[config.mk]
export PLATFORM = sky130hd
export DESIGN_NAME = mux_operand_sequencer
export DESIGN_NICKNAME = d
export VERILOG_FILES = /design/src/rtl/mux_operand_sequencer_pkg.sv /design/src/rtl/mux_operand_sequencer_hold_counter.sv /design/src/rtl/mux_operand_sequencer.sv
export SDC_FILE = /design/constraint.sdc
export NUM_CORES = 1
export LEC_CHECK = 0
export CELL_PAD_IN_SITES_DETAIL_PLACEMENT = 1
export CELL_PAD_IN_SITES_GLOBAL_PLACEMENT = 1
export CORE_ASPECT_RATIO = 1.25
export CORE_MARGIN = 1
export CORE_UTILIZATION = 37
export CTS_BUF_LIST = sky130_fd_sc_hd__clkbuf_16
export DETAILED_ROUTE_END_ITERATION = 8
export PLACE_DENSITY = 0.8
export REMOVE_ABC_BUFFERS = 1
export SYNTH_ARGS = -nofsm -noshare
export SYNTH_HDL_FRONTEND = slang
export SYNTH_HIERARCHICAL = 1
export SYNTH_SLANG_ARGS = --single-unit
export TNS_END_PERCENT = 10
[constraint.sdc]
create_clock -name clk -period 2.3 [get_ports clk]
set_input_delay 0.345 -clock clk [delete_from_list [all_inputs] [get_ports clk]]
set_output_delay 0.345 -clock clk [all_outputs]
set_load 0.05 [all_outputs]
[src/rtl/mux_operand_sequencer_pkg.sv]
// Shared definitions for the operand sequencer: state encodings, default width, counter width.
package mux_operand_sequencer_pkg;
   typedef enum logic [2:0] {
      LOAD_A = 3'd0,
      LOAD_B = 3'd1,
      SHOW_A = 3'd2,
      SHOW_B = 3'd3,
      FINISH = 3'd4
   } seq_state_t;

   localparam int DEF_WIDTH = 4;
   // Four bits cover the full legal HOLD_CYCLES range of 1..15.
   localparam int CNT_W = 4;
endpackage

[src/rtl/mux_operand_sequencer_hold_counter.sv]
// Phase-hold counter: counts enabled cycles and flags HOLD_CYCLES-1, wrapping to 0 there.
// Zero latency on the flag (decoded from the count register); no backpressure.
module hold_counter
   import mux_operand_sequencer_pkg::*;
#(
   parameter int HOLD_CYCLES = 2
) (
   input  logic clk,
   input  logic resetn,
   input  logic clear,
   input  logic en,
   output logic term
);
   localparam logic [CNT_W-1:0] LAST = CNT_W'(HOLD_CYCLES - 1);

   logic [CNT_W-1:0] r_cnt;

   assign term = (r_cnt == LAST);

   always_ff @(posedge clk or negedge resetn) begin
      if (!resetn) begin
         r_cnt <= '0;
      end else if (clear) begin
         r_cnt <= '0;
      end else if (en) begin
         if (term) r_cnt <= '0;
         else      r_cnt <= r_cnt + 1'b1;
      end
   end
endmodule

[src/rtl/mux_operand_sequencer.sv]
// Loads operands A then B over a valid/ready bus, then shows A and B on the mux for HOLD_CYCLES each and pulses done.
// Outputs valid the cycle after B is accepted; in_ready is low outside LOAD_A/LOAD_B and nothing is buffered.
module mux_operand_sequencer
   import mux_operand_sequencer_pkg::*;
#(
   parameter int WIDTH       = DEF_WIDTH,
   parameter int HOLD_CYCLES = 2
) (
   input  logic             clk,
   input  logic             resetn,
   input  logic             clear,
   input  logic [WIDTH-1:0] in_data,
   input  logic             in_valid,
   output logic             in_ready,
   output logic [WIDTH-1:0] a,
   output logic [WIDTH-1:0] b,
   output logic             sel,
   output logic             out_valid,
   output logic             done
);
   seq_state_t r_state;
   seq_state_t w_next;
   logic       w_xfer;
   logic       w_term;
   logic       w_cnt_en;
   logic       w_cnt_clr;

   assign in_ready  = (r_state == LOAD_A) || (r_state == LOAD_B);
   assign w_xfer    = in_valid && in_ready && !clear;
   assign w_cnt_en  = (r_state == SHOW_A) || (r_state == SHOW_B);
   assign w_cnt_clr = clear || (w_xfer && (r_state == LOAD_B));

   hold_counter #(
      .HOLD_CYCLES(HOLD_CYCLES)
   ) u_hold (
      .clk   (clk),
      .resetn(resetn),
      .clear (w_cnt_clr),
      .en    (w_cnt_en),
      .term  (w_term)
   );

   always_comb begin
      w_next = r_state;
      if (clear) begin
         w_next = LOAD_A;
      end else begin
         case (r_state)
            LOAD_A:  if (w_xfer) w_next = LOAD_B;
            LOAD_B:  if (w_xfer) w_next = SHOW_A;
            SHOW_A:  if (w_term) w_next = SHOW_B;
            SHOW_B:  if (w_term) w_next = FINISH;
            FINISH:  w_next = LOAD_A;
            default: w_next = LOAD_A;
         endcase
      end
   end

   // Moore outputs are registered from the next state so they align with the state they describe.
   always_ff @(posedge clk or negedge resetn) begin
      if (!resetn) begin
         r_state   <= LOAD_A;
         sel       <= 1'b0;
         out_valid <= 1'b0;
         done      <= 1'b0;
      end else begin
         r_state   <= w_next;
         sel       <= (w_next == SHOW_B);
         out_valid <= (w_next == SHOW_A) || (w_next == SHOW_B);
         done      <= (w_next == FINISH);
      end
   end

   always_ff @(posedge clk or negedge resetn) begin
      if (!resetn) begin
         a <= '0;
         b <= '0;
      end else if (clear) begin
         a <= '0;
         b <= '0;
      end else if (w_xfer && (r_state == LOAD_A)) begin
         a <= in_data;
      end else if (w_xfer && (r_state == LOAD_B)) begin
         b <= in_data;
      end
   end
endmodule
==> results_dict.tcl, run 1 <==
set metrics [dict create \
    max_freq_ghz 0.4738 \
    ir_worst_vdd_mv 0.4767 \
    critical_path.startpoint_type "flip-flop" \
    detail_route.first_pass.iterations 4 \
    compound_gate_portion_of_the_synthesized_area 0.07660 \
    cts_max_level 1 \
    power.static_leakage_nw 0.5161 \
    synth_area_in_simple_gates 0.2440 \
    timing.critical_path.to_type "output pin" \
    initial_core_util 0.3947 \
    groute.layer.met3.usage 0.02894 \
    crit_path_cell_trace "nor2_1 > clkdlybuf4s50_1" \
    grt_overflow 0 \
    final_max_slew_viol_count 0 \
    fill_cells 254 \
    synthDominantCellAreaShare 0.5106 \
    clock_sink_count 18 \
    antenna-diode-count 0 \
    antenna_left 0 \
    layout-drive-gt1-share 0.1188 \
    wl_per_cell_um 14.49 \
    timing.max_slew.rel_slack 0.6699 \
    sequential_area_share_after_synthesis 0.5106 \
    setup_tns_ns 0 \
    grt_pass1_wl_um 3353 \
    fp.dieW_um 45.67 \
    number_of_cells_produced_by_synthesis 80 \
    cpPeakStageDelay_ns 0.81 \
    finalHoldViolations 0 \
    largest_buffer_count_on_any_clock_path 2 \
    asyncSetResetFlopFracSynth 1.000 \
    min-delay-path-class "in -> async" \
    use_met2 0.2755 \
    number_of_distinct_library_cells_after_synthesis 30 \
    gpl.final_weighted_congestion 0.7300 \
    finClkSkew_ns 0.001247 \
    dpl.hpwl_um 1351 \
    dr_total_vias 669 \
    syn_avg_cell_area_um2 11.03 \
    grt_setup_unrepaired "no" \
    yosys.area.top_type "sky130_fd_sc_hd__dfrtp_1" \
    groute.layer.met1.usage 0.2463 \
    final_common_cell "sky130_fd_sc_hd__clkdlybuf4s50_1" \
    yosys_most_used_dff "sky130_fd_sc_hd__dfrtp_1" \
    worst_skew_pair.late_latency_ns 0.25 \
    cell_types_occupying_the_most_area_after_synthesis "sky130_fd_sc_hd__dfrtp_1, sky130_fd_sc_hd__mux2i_1, sky130_fd_sc_hd__nand3b_1" \
    via_count_of_the_first_global_routing_pass 698 \
    master_of_the_slowest_instance_on_the_critical_path "sky130_fd_sc_hd__clkdlybuf4s50_1" \
    cts_post_setup_buffers_inserted 0 \
    die_height_um 56.59 \
    critical_path_class "reg -> out" \
    core_um2 2235 \
    cell_rows 19 \
    cts-buffers-inserted 3 \
    floorplan.io_pins 20 \
    power.density_cell_area_nw_per_um2 737.6 \
    grt_start_max_net_pins 19 \
    layout.nets 113 \
    total_wirelength_of_the_detailed_routed_design_um 1913 \
    drt-vias-per-instance 5.068 \
    status "finished clean" \
    yosys_warnings 6 \
    arrival_ns 1.77 \
    cts.hold.buffers_added 0 \
    drt_iter0_drc 8 \
    layout-area-overhead-vs-synth_pct 33.62 \
    fin_crit_ns 2.111 \
    final_cell_mix "sky130_fd_sc_hd__clkdlybuf4s50_1, sky130_fd_sc_hd__dfrtp_1, sky130_fd_sc_hd__nor2_1, sky130_fd_sc_hd__nand2_1" \
    critical_path_peak_fanout 12 \
    r2r.worst_path.cells 4 \
    totalPowerFinal_w 0.0008693 \
    port_buffers 19 \
    main_combinational_cell_family_by_area_after_synthesis "simple AND/OR/NAND/NOR gates" \
    synthAdderAreaFrac 0.02837 \
    grt_usage 0.1805 \
    synth_mux_area_frac 0.06950 \
    stdcell_area_um2 1179 \
    synth_xor_xnor_area_share 0.01986 \
    antenna_found_initial 0 \
    drt_drc_violations_left 0 \
    dieArea_um2 2584 \
    root_buffer "sky130_fd_sc_hd__clkbuf_16" \
    dpl-instance-area_um2 1104 \
    count_of_flip_flops_with_a_built_in_enable_after_synthesis 0 \
    finalSetupViolations 0 \
    cts_tree "yes" \
    mappedNetlistArea_um2 882.1 \
    cts_resized 0 \
    cap_violations 0 \
    fin_crit_sh 0.9177 \
    number_of_synthesized_register_bits 18 \
    timing_worst_slew_pin_value_ns 0.4936 \
    cts.reportedPaths.clkPinSlew_ns 0.05 \
    grt_most_used_layer "met2" \
    critPathRequiredTime_ns 1.96 \
]
-- layer usage --
layer	vias up	routed length, um
met5	-	0
met4	0	43
met3	5	64
met2	14	952
met1	331	853
li1	319	-
-- cells by family after synthesis --
kind of cell / count (synthesis)
buffers and inverters: 7
XOR/XNOR: 2
flip-flops: 18
AO/OA/AOI/OAI: 9
adder cells (fa/ha/maj): 2
multiplexers: 6
AND/OR/NAND/NOR: 36
-- where the power goes --
group | switching [W] | internal [W]
registers | 0.0000195 | 0.000335
logic | 0.000101 | 0.0000722
clock network | 0.000113 | 0.000229
total | 0.000234 | 0.000636
-- critical path, delay by kind of cell, from the launching register on --
| family | cells | cell delay, ns |
|---|---|---|
| simple gates | 1 | 0.18 |
| buf+inv | 1 | 0.81 |
| flops | 1 | 0.52 |
-- sequential cells by signal (all words and copies together) (netlist names) --
signal,count
a,4
b,4
done,1
out_valid,1
r_state,3
sel,1
u_hold/r_cnt,4
-- synthesized netlist by cell type, drive strengths merged (2+ instances only) --
master  number
dfrtp       18
nand2        6
mux2i        5
o211ai       4
inv          2
nor2        10
ha           2
nand3b       5
nor3         3
buf          3
nor2b        2
or3b         3
clkbuf       2
-- per-stage QoR --
| step | hold slack [ns] | utilization | cells | setup slack [ns] |
|---|---|---|---|---|
| CTS | 0.4433 | 0.5274 | 132 | 0.1808 |
| finish | 0.4348 | 0.5274 | 132 | 0.1893 |
| global placement | 0.5077 | 0.4938 | 129 | 0.3830 |
| floorplan | 0.04941 | - | 75 | 0.3523 |
| global route | 0.4715 | 0.5274 | 132 | 0.1398 |
| detailed placement | 0.5198 | 0.4938 | 129 | 0.3304 |
-- worst paths after layout --
kind	from	endpoint	slack (ns)
max	r_state[2]$_DFF_PN0_	in_ready	0.19
min	resetn	r_state[2]$_DFF_PN0_	0.43
max reg2reg	r_state[2]$_DFF_PN0_	u_hold/r_cnt[1]$_DFFE_PN0P_	0.61
min reg2reg	b[0]$_DFFE_PN0P_	b[0]$_DFFE_PN0P_	0.53
max in group asynchronous	resetn	u_hold/r_cnt[1]$_DFFE_PN0P_	1.67
min in group clk	b[0]$_DFFE_PN0P_	b[0]$_DFFE_PN0P_	0.53
-- final cells by class --
| cell class | instances | area, um^2 | area share |
|---|---|---|---|
| multi-input combinational | 55 | 386.6 | 0.3280 |
| clock buffer | 3 | 75.07 | 0.06369 |
| tap | 31 | 38.79 | 0.03291 |
| timing repair buffer | 23 | 220.2 | 0.1868 |
| sequential | 18 | 450.4 | 0.3822 |
| inverter | 2 | 7.507 | 0.006369 |
(Power assumes the default switching activity.)
==> run 2, diff against run 1 <==
--- a/config.mk
+++ b/config.mk
@@ -12,6 +12,7 @@
 export CORE_UTILIZATION = 37
 export CTS_BUF_LIST = sky130_fd_sc_hd__clkbuf_16
 export DETAILED_ROUTE_END_ITERATION = 8
+export MAX_ROUTING_LAYER = met4
 export PLACE_DENSITY = 0.8
 export REMOVE_ABC_BUFFERS = 1
 export SYNTH_ARGS = -nofsm -noshare
==> results_dict.tcl, run 2 (synthesis results as in run 1) <==
set metrics [dict create \
    status "finished clean" \
    power.static_leakage_nw 0.5161 \
    netSwitchingFraction 0.2687 \
    wl_per_cell_um 14.49 \
    detail_route.first_pass.iterations 4 \
    cts-buffers-inserted 3 \
    cts.hold.buffers_added 0 \
    timing_worst_slew_pin_value_ns 0.4937 \
    path_delay_family "buffers and inverters" \
    drt_drc_violations_left 0 \
    comb_power_share 0.199 \
    cts_resized 0 \
    worst_skew_pair.late_latency_ns 0.25 \
    root_buffer "sky130_fd_sc_hd__clkbuf_16" \
    drt-vias-per-instance 5.068 \
    final_cell_count_no_fill 132 \
    grt_setup_unrepaired "no" \
    largest_buffer_count_on_any_clock_path 2 \
    die_height_um 56.59 \
    seq_power_share 0.408 \
    clock_power_share 0.393 \
    port_buffers 19 \
    fp.dieW_um 45.67 \
    antenna_found_initial 0 \
    regToRegStartpoint "r_state[2]$_DFF_PN0_" \
    power.density_cell_area_nw_per_um2 737.6 \
    drt_iter0_drc 8 \
    floorplan.io_pins 20 \
    largest_registers "a x4, b x4, u_hold/r_cnt x4" \
    internal_power_w 0.0006357 \
    dp.cells 129 \
    crit-reg2reg-capture "u_hold/r_cnt[1]$_DFFE_PN0P_" \
    finClkSkew_ns 0.001229 \
    cts_tree "yes" \
    final_max_slew_viol_count 0 \
    crit_path_cell_trace "nor2_1 > clkdlybuf4s50_1" \
    cap_violations 0 \
    critPathRequiredTime_ns 1.96 \
    total_wirelength_of_the_detailed_routed_design_um 1913 \
    setup_tns_ns 0 \
    dieArea_um2 2584 \
    master_of_the_slowest_instance_on_the_critical_path "sky130_fd_sc_hd__clkdlybuf4s50_1" \
    timing.max_slew.rel_slack 0.6699 \
    min-delay-path-class "in -> async" \
    critical_path.startpoint_type "flip-flop" \
    finalSetupViolations 0 \
    fin_crit_ns 2.111 \
    via_count_of_the_first_global_routing_pass 698 \
    cts_post_setup_buffers_inserted 0 \
    critical_path_peak_fanout 12 \
    layout-drive-gt1-share 0.1188 \
    grt_pass1_wl_um 3360 \
    cts.reportedPaths.clkPinSlew_ns 0.05 \
    antenna_left 0 \
    cell_rows 19 \
    grt_overflow 0 \
    fin_crit_sh 0.9177 \
    final_cell_mix "sky130_fd_sc_hd__clkdlybuf4s50_1, sky130_fd_sc_hd__dfrtp_1, sky130_fd_sc_hd__nor2_1, sky130_fd_sc_hd__nand2_1" \
    layout.nets 113 \
    core_um2 2235 \
    grt_usage 0.1853 \
    finalHoldViolations 0 \
    r2r.worst_path.cells 4 \
    final_common_cell "sky130_fd_sc_hd__clkdlybuf4s50_1" \
    p_switching_w 0.0002336 \
    dpl.hpwl_um 1351 \
    cpPeakStageDelay_ns 0.81 \
    arrival_ns 1.77 \
    initial_core_util 0.3947 \
    dr_total_vias 669 \
    timing.critical_path.to_type "output pin" \
    path_buf_inv 1 \
    grt_start_max_net_pins 19 \
    layout-area-overhead-vs-synth_pct 33.62 \
    ir_worst_vdd_mv 0.4768 \
    rrSetupSlack_ns 0.61 \
    critical_path_class "reg -> out" \
    clock_sink_count 18 \
    max_freq_ghz 0.4738 \
    cts_max_level 1 \
    antenna-diode-count 0 \
    gpl.final_weighted_congestion 0.7388 \
]
-- run 2: cell counts in the layout (fill, tap and decap cells not counted) --
No cell type changed its count.
-- run 2: layer usage --
metal	global-route usage	wire, um
met5	-	0
met4	0.07792	43
met3	0.02894	64
met2	0.2755	952
met1	0.2463	853
-- run 2: worst max-delay path by stage --
stage / startpoint / cells past startpoint / endpoint / slack, ns
final: r_state[2]$_DFF_PN0_ / 2 / in_ready / 0.19
after global routing: r_state[2]$_DFF_PN0_ / 2 / in_ready / 0.14
after CTS: r_state[2]$_DFF_PN0_ / 2 / in_ready / 0.18
after detailed placement: in_valid / 5 / u_hold/r_cnt[1]$_DFFE_PN0P_ / 0.33
after global placement: in_valid / 5 / u_hold/r_cnt[0]$_DFFE_PN0P_ / 0.38
after floorplan: r_state[2]$_DFF_PN0_ / 4 / u_hold/r_cnt[3]$_DFFE_PN0P_ / 0.35
-- run 2: layout make-up --
cell class                      count  area [um^2]
Fill cell                         254         1056
Sequential cell                    18        450.4
Multi-Input combinational cell     55        386.6
Timing Repair Buffer               23        220.2
Clock buffer                        3        75.07
Tap cell                           31        38.79
Inverter                            2        7.507
-- run 2: power by group through the flow --
stage | sequential [W] | combinational (W) | clock, W
floorplan | 0.000397 | 0.0000632 | 0
global placement | 0.000358 | 0.000170 | 0
detailed placement | 0.000359 | 0.000173 | 0
CTS | 0.000355 | 0.000175 | 0.000347
global route | 0.000358 | 0.000186 | 0.000359
finish | 0.000354 | 0.000173 | 0.000342
-- run 2: metrics by stage --
| step | power, W | util | cell area [um^2] | hold slack [ns] | worst slack [ns] |
|---|---|---|---|---|---|
| after floorplan | 0.0004601 | - | 844.6 | 0.04941 | 0.3523 |
| after global placement | 0.0005278 | 0.4938 | 1104 | 0.5077 | 0.3830 |
| after detailed placement | 0.0005324 | 0.4938 | 1104 | 0.5198 | 0.3304 |
| after CTS | 0.0008761 | 0.5274 | 1179 | 0.4433 | 0.1808 |
| after global routing | 0.0009026 | 0.5274 | 1179 | 0.4715 | 0.1398 |
| final | 0.0008693 | 0.5274 | 1179 | 0.4348 | 0.1893 |
-- run 2: worst register-to-register path: cells and delay by family, from the launching register on --
kind / cells / cell delay, ns
AOI/OAI and AO/OA: 1 / 0.12
DFF: 1 / 0.59
and+or+nand+nor: 3 / 0.88
